File: config.mk
export PLATFORM = sky130hd
export DESIGN_NAME = genius_round_ctrl
export DESIGN_NICKNAME = d
export VERILOG_FILES = /design/src/rtl/genius_round_ctrl.sv
export SDC_FILE = /design/constraint.sdc
export NUM_CORES = 1
export LEC_CHECK = 0
export CAP_MARGIN = 0
export CORE_MARGIN = 4
export CORE_UTILIZATION = 57
export CTS_BUF_LIST = sky130_fd_sc_hd__clkbuf_4 sky130_fd_sc_hd__clkbuf_8
export DETAILED_ROUTE_END_ITERATION = 8
export PLACE_DENSITY = 0.82
export SETUP_SLACK_MARGIN = 0.3
export SKIP_CTS_REPAIR_TIMING = 1
export SLEW_MARGIN = 10
export SYNTH_ARGS = -nofsm -noshare
export SYNTH_HDL_FRONTEND = slang
export SYNTH_SLANG_ARGS = --single-unit
export TNS_END_PERCENT = 20
File: constraint.sdc
create_clock -name CLK -period 2.5 [get_ports CLK]
set_input_delay 0.5 -clock CLK [delete_from_list [all_inputs] [get_ports CLK]]
set_output_delay 0.5 -clock CLK [all_outputs]
set_load 0.1 [all_outputs]
File: src/rtl/genius_round_ctrl.sv
// Round sequencer for the Genius (Simon) game: setup window, colour replay, key checking, WIN/LOSE.
// Optional build macro GENIUS_TIMEOUT_EN adds a per-key player timeout of WAIT_TICKS cycles.
module genius_round_ctrl #(
    parameter int ADDR_W     = 4,
    parameter int SHOW_TICKS = 50000000,
    parameter int WAIT_TICKS = 250000000
) (
    input  logic              CLK,
    input  logic              R,
    input  logic              enter,
    input  logic [7:0]        setup,
    input  logic              key_valid,
    input  logic [1:0]        key_code,
    input  logic [1:0]        seq_data,
    output logic              E_setup,
    output logic [ADDR_W-1:0] seq_addr,
    output logic              led_on,
    output logic [1:0]        led_code,
    output logic [ADDR_W:0]   round,
    output logic              win,
    output logic              lose,
    output logic [2:0]        state_o
);

    typedef enum logic [2:0] {
        ST_INIT  = 3'd0,
        ST_SETUP = 3'd1,
        ST_SHOW  = 3'd2,
        ST_USER  = 3'd3,
        ST_CHECK = 3'd4,
        ST_WIN   = 3'd5,
        ST_LOSE  = 3'd6
    } state_t;

    localparam int TICK_W  = ($clog2(2 * SHOW_TICKS) < 1) ? 1 : $clog2(2 * SHOW_TICKS);
    localparam int TIMER_W = ($clog2(WAIT_TICKS) < 1) ? 1 : $clog2(WAIT_TICKS);
    localparam int MAX_SYM = 1 << ADDR_W;

    // One symbol slot is SHOW_TICKS lit followed by SHOW_TICKS dark.
    localparam logic [TICK_W-1:0] TICK_LED_END = TICK_W'(SHOW_TICKS - 1);
    localparam logic [TICK_W-1:0] TICK_SYM_END = TICK_W'(2 * SHOW_TICKS - 1);

    function automatic logic [ADDR_W:0] target_for(input logic [1:0] sel);
        int t;
        t = 4 * (int'(sel) + 1);
        if (t > MAX_SYM) t = MAX_SYM;
        return (ADDR_W+1)'(t);
    endfunction

    state_t              r_state;
    logic [ADDR_W-1:0]   r_seq_addr;
    logic [ADDR_W:0]     r_round;
    logic [ADDR_W:0]     r_target;
    logic [TICK_W-1:0]   r_tick;
    logic                r_led_on;
    logic                r_e_setup;
    logic                r_win;
    logic                r_lose;

    logic [ADDR_W:0]     w_last_idx;
    logic                w_at_last;
    logic                w_key_match;
    logic                w_unused_setup;

    assign w_last_idx     = r_round - 1'b1;
    assign w_at_last      = ({1'b0, r_seq_addr} == w_last_idx);
    assign w_key_match    = (key_code == seq_data);
    assign w_unused_setup = ^setup[7:2];

`ifdef GENIUS_TIMEOUT_EN
    localparam logic [TIMER_W-1:0] TIMER_END = TIMER_W'(WAIT_TICKS - 1);
    logic [TIMER_W-1:0]  r_timer;
`else
    logic [TIMER_W-1:0]  w_unused_timer;
    assign w_unused_timer = TIMER_W'(WAIT_TICKS - 1);
`endif

    always_ff @(posedge CLK) begin
        if (!R) begin
            r_state    <= ST_INIT;
            r_seq_addr <= '0;
            r_round    <= '0;
            r_target   <= '0;
            r_tick     <= '0;
            r_led_on   <= 1'b0;
            r_e_setup  <= 1'b0;
            r_win      <= 1'b0;
            r_lose     <= 1'b0;
`ifdef GENIUS_TIMEOUT_EN
            r_timer    <= '0;
`endif
        end else begin
            case (r_state)
                ST_INIT: begin
                    if (enter) begin
                        r_state   <= ST_SETUP;
                        r_e_setup <= 1'b1;
                    end
                end

                ST_SETUP: begin
                    if (enter) begin
                        r_state    <= ST_SHOW;
                        r_e_setup  <= 1'b0;
                        r_target   <= target_for(setup[1:0]);
                        r_round    <= (ADDR_W+1)'(1);
                        r_seq_addr <= '0;
                        r_tick     <= '0;
                        r_led_on   <= 1'b1;
                    end
                end

                ST_SHOW: begin
                    if (r_tick == TICK_SYM_END) begin
                        r_tick <= '0;
                        if (w_at_last) begin
                            r_state    <= ST_USER;
                            r_seq_addr <= '0;
`ifdef GENIUS_TIMEOUT_EN
                            r_timer    <= '0;
`endif
                        end else begin
                            r_seq_addr <= r_seq_addr + 1'b1;
                            r_led_on   <= 1'b1;
                        end
                    end else begin
                        r_tick <= r_tick + 1'b1;
                        if (r_tick == TICK_LED_END) r_led_on <= 1'b0;
                    end
                end

                ST_USER: begin
`ifdef GENIUS_TIMEOUT_EN
                    r_timer <= r_timer + 1'b1;
`endif
                    if (key_valid) begin
                        if (w_key_match) begin
                            if (w_at_last) r_state <= ST_CHECK;
                            else           r_seq_addr <= r_seq_addr + 1'b1;
`ifdef GENIUS_TIMEOUT_EN
                            r_timer <= '0;
`endif
                        end else begin
                            r_state <= ST_LOSE;
                            r_lose  <= 1'b1;
                        end
                    end
`ifdef GENIUS_TIMEOUT_EN
                    // A matching key in the expiry cycle wins over the timeout.
                    else if (r_timer == TIMER_END) begin
                        r_state <= ST_LOSE;
                        r_lose  <= 1'b1;
                    end
`endif
                end

                ST_CHECK: begin
                    if (r_round == r_target) begin
                        r_state <= ST_WIN;
                        r_win   <= 1'b1;
                    end else begin
                        r_state    <= ST_SHOW;
                        r_round    <= r_round + 1'b1;
                        r_seq_addr <= '0;
                        r_tick     <= '0;
                        r_led_on   <= 1'b1;
                    end
                end

                ST_WIN, ST_LOSE: begin
                    if (enter) begin
                        r_state    <= ST_INIT;
                        r_win      <= 1'b0;
                        r_lose     <= 1'b0;
                        r_round    <= '0;
                        r_target   <= '0;
                        r_seq_addr <= '0;
                    end
                end

                default: r_state <= ST_INIT;
            endcase
        end
    end

    assign E_setup  = r_e_setup;
    assign seq_addr = r_seq_addr;
    assign led_on   = r_led_on;
    assign led_code = r_led_on ? seq_data : 2'b00;
    assign round    = r_round;
    assign win      = r_win;
    assign lose     = r_lose;
    assign state_o  = r_state;

endmodule
==> flow_summary_export.csv <==
group,metric,value,unit
setup_path,path_common_cell,"a211oi_1",
flow_run,cap_violations,0,
pwr,p_sw,1390,uW
clock_network,numCtsBuffers,5,
sta,min_period,2.13,ns
drt,vias,2309,
synthesis,ys_async_sr_fraction,0,%
global_routing,grt_pass1_wl,9.57,mm
place,gp_congestion,0.981,
hold_path,hold_start,"r_target[3]$_SDFFE_PN0P_",
synthesis,synth_edf_count,0,
drt,ant_nets,0,
sta,max_freq,0.468,GHz
drt,drtPass1Iterations,4,
floorplan,start_util,59.3,%
cells_and_area,area_delta_synth_final,18.9,%
setup_path,cpMaxStageDelayCell,"dfxtp_4",
setup_path,end_kind,"flop",
sta,setup_viol,0,
drt,drt-initial-drc-count,134,
synthesis,synth_fp_nets,326,
sta,fin_crit_sh,85.4,%
pwr,swShare,45.9,%
synthesis,syn_area_per_cell,8.52,sq um
setup_path,path_class,"reg2reg",
global_routing,grt_max_degree,26,
sta,rsz0062_at_grt,"yes",
synthesis,seq_area_frac_synth,35.4,%
drt,drc,0,
global_routing,grt_busiest_layer,"met2",
cells_and_area,drive_above_1_share,19.2,%
floorplan,die-area,5700,sq um
cells_and_area,insertedDiodeCount,0,
clock_network,clock_latency,0.30,ns
cells_and_area,final_nets,359,
sta,slew_violations,0,
synthesis,syn_inst,305,
global_routing,globalRouteTotalUtil,21.6,%
hold_path,min_delay_path_depth,2,
global_routing,grtUsageMet3,3.69,%
sta,hold_violations,0,
sta,finClkSkew,0.00932,ns
sta,whs,0.469,ns
global_routing,grt_overflow_total,0,
cells_and_area,fill_cells,357,
place,port_buffers,27,
hold_path,min_path_type,"reg2reg",
clock_network,cts_sinks,46,
setup_path,reg2reg_from,"round[0]$_SDFFE_PN0P_",
setup_path,path_cells,"inv_1 -> ha_1 -> nor3b_2 -> xor2_1 -> buf_4 -> o32ai_1 -> nand3_1 -> a211oi_1 -> a211oi_1",
global_routing,grtUsageMet1,25.8,%
sta,relSlewSlack,65.1,%
floorplan,core_area,4380,sq um
floorplan,die_x,75.5,um
pwr,combPwrFrac,50.3,%
pwr,p_leak,0.00117,uW
sta,worstMarginPinSlew,0.523,ns
pwr,clock_power_share,18.5,%
floorplan,die_h,75.5,um
synthesis,ys_types,57,
place,hpwl,4.16,mm
clock_network,clkTransAtPathRegs,0.09,ns
setup_path,cp-start-kind,"flop",
setup_path,r2r_cells,9,
setup_path,ff2ff_setup_slack,0.37,ns
floorplan,pin_count,34,
drt,totalWireLength,5.84,mm
setup_path,arrival,2.30,ns
setup_path,slowest_delay,0.40,ns
run_status,status,"finished, final reports clean",
clock_network,root_buffer,"clkbuf_8",
sta,fin_tns_setup,0,ns
synthesis,syn_area,2600,sq um
pwr,ir_drop,0.543,mV
pwr,intPower,1650,uW
setup_path,crit_fanout,6,
setup_path,r2r-end,"state_o[1]$_SDFFE_PN0P_",
global_routing,grt_pass1_vias,2183,
drt,wire_per_inst,14.9,um
hold_path,min_to,"r_target[3]$_SDFFE_PN0P_",
clock_network,cts_tree,"done",
synthesis,yosysWarnings,0,
global_routing,antenna_found_initial,0,
drt,vias_per_cell,5.91,
synthesis,ys_seq_elements,46,
setup_path,critPathRequiredTime,2.67,ns
floorplan,rows,24,
clock_network,cts_buffer_depth,2,
pwr,pwr-share-seq,31.2,%
global_routing,grtUsageMet2,36.3,%
clock_network,cts_max_level,2,
pwr,power_density,984,nW/um^2
synthesis,ys.flop_type,"dfxtp_1",
-- synthesized netlist by cell type (all sizes together), types with 6 or more instances --
cell type | n | share of area [%]
nand2 | 22 | 3.2
nor2 | 53 | 7.9
inv | 7 | 1.0
nand4 | 10 | 2.4
nor2b | 6 | 1.4
nand3 | 16 | 3.1
dfxtp | 46 | 35
and3 | 7 | 1.9
buf | 7 | 1.6
a21oi | 11 | 2.3
xor2 | 20 | 6.7
o21ai | 7 | 1.6
xnor2 | 18 | 6.4
-- per-stage QoR --
| stage | total power, uW | std cells | setup WS (ns) | util [%] | area, sq um |
|---|---|---|---|---|---|
| after floorplan | 2080 | 305 | 0.177 | - | 2620 |
| after global placement | 2410 | 379 | 0.242 | 67.0 | 2940 |
| after detailed placement | 2430 | 379 | 0.159 | 67.0 | 2940 |
| after CTS | 3000 | 387 | 0.298 | 69.6 | 3050 |
| after global routing | 3200 | 391 | 0.236 | 70.5 | 3090 |
| final | 3040 | 391 | 0.365 | 70.5 | 3090 |
-- per-layer routing --
metal | vias to the layer above | part of all wire [%]
met5 | - | 0
met4 | 0 | 3.1
met3 | 18 | 4.7
met2 | 73 | 50
met1 | 1085 | 42
li1 | 1133 | -
-- cell type report --
| cell class | count | area, sq um | share of cell area, % |
|---|---|---|---|
| clock inverters | 1 | 30.0 | 0.972 |
| flip-flops and latches | 46 | 942 | 30.5 |
| repair buffers | 37 | 338 | 10.9 |
| multi-input cells | 241 | 1610 | 51.9 |
| well taps | 52 | 65.1 | 2.11 |
| inverters | 7 | 26.3 | 0.850 |
| clock buffers | 7 | 83.8 | 2.71 |
-- worst max path at each step --
stage	end	from	slack [ns]
after CTS	state_o[1]$_SDFFE_PN0P_	r_tick[0]$_SDFFE_PN0P_	0.30
final	state_o[1]$_SDFFE_PN0P_	round[0]$_SDFFE_PN0P_	0.37
after detailed placement	round[4]$_SDFFE_PN0P_	enter	0.16
after global placement	seq_addr[0]$_SDFFE_PN0P_	seq_data[1]	0.24
after global routing	r_tick[9]$_SDFFE_PN0P_	round[0]$_SDFFE_PN0P_	0.24
after floorplan	led_code[1]	led_on$_SDFFE_PN0P_	0.18
-- cell usage in the layout, fill, tap and decap left out, types with 4 or more instances in the layout --
cell / Yosys / layout
nor2_1: 52 / 52
dfxtp_1: 46 / 35
buf_4: 0 / 25
nand2_1: 22 / 22
xor2_1: 20 / 20
xnor2_1: 17 / 17
nand3_1: 16 / 16
nand4_1: 10 / 10
a21oi_1: 10 / 10
clkdlybuf4s50_1: 0 / 9
dfxtp_2: 0 / 8
inv_1: 7 / 7
and3_1: 6 / 6
nor2b_1: 6 / 6
nand3b_1: 5 / 5
and4_1: 5 / 5
ha_1: 5 / 5
clkbuf_8: 0 / 5
nand2b_1: 4 / 4
nor3_1: 4 / 4
o21ai_0: 4 / 4
a211oi_1: 4 / 4
-- state kept, by name (all words and copies together) (netlist names) --
register,flops
led_on,1
state_o,3
r_target,3
E_setup,1
win,1
lose,1
round,5
r_tick,27
seq_addr,4
-- cells by family (layout without fill, tap and decap cells) --
group | after synthesis | in the layout | synth area share (%)
and+or+nand+nor | 151 | 151 | 30.7
buffers and inverters | 18 | 52 | 3.18
xor gates and xnor gates | 39 | 39 | 14.0
AOI/OAI and AO/OA | 46 | 46 | 14.3
adders and majority gates | 5 | 5 | 2.41
DFF | 46 | 46 | 35.4
-- critical path, delay by kind of cell, from the launching register on --
kind | cells | cell delay, ns
compound gates | 3 | 0.58
flops | 1 | 0.40
simple gates | 2 | 0.40
fa+ha+maj | 1 | 0.23
buf+inv | 2 | 0.22
xor+xnor | 1 | 0.18
-- power groups by stage --
stage | Combinational (uW) | Sequential [uW] | Clock, uW
floorplan | 782 | 1290 | 0
global placement | 1450 | 961 | 0
detailed placement | 1470 | 961 | 0
CTS | 1470 | 946 | 576
global route | 1630 | 965 | 599
finish | 1530 | 949 | 561
(Power assumes the default switching activity.)
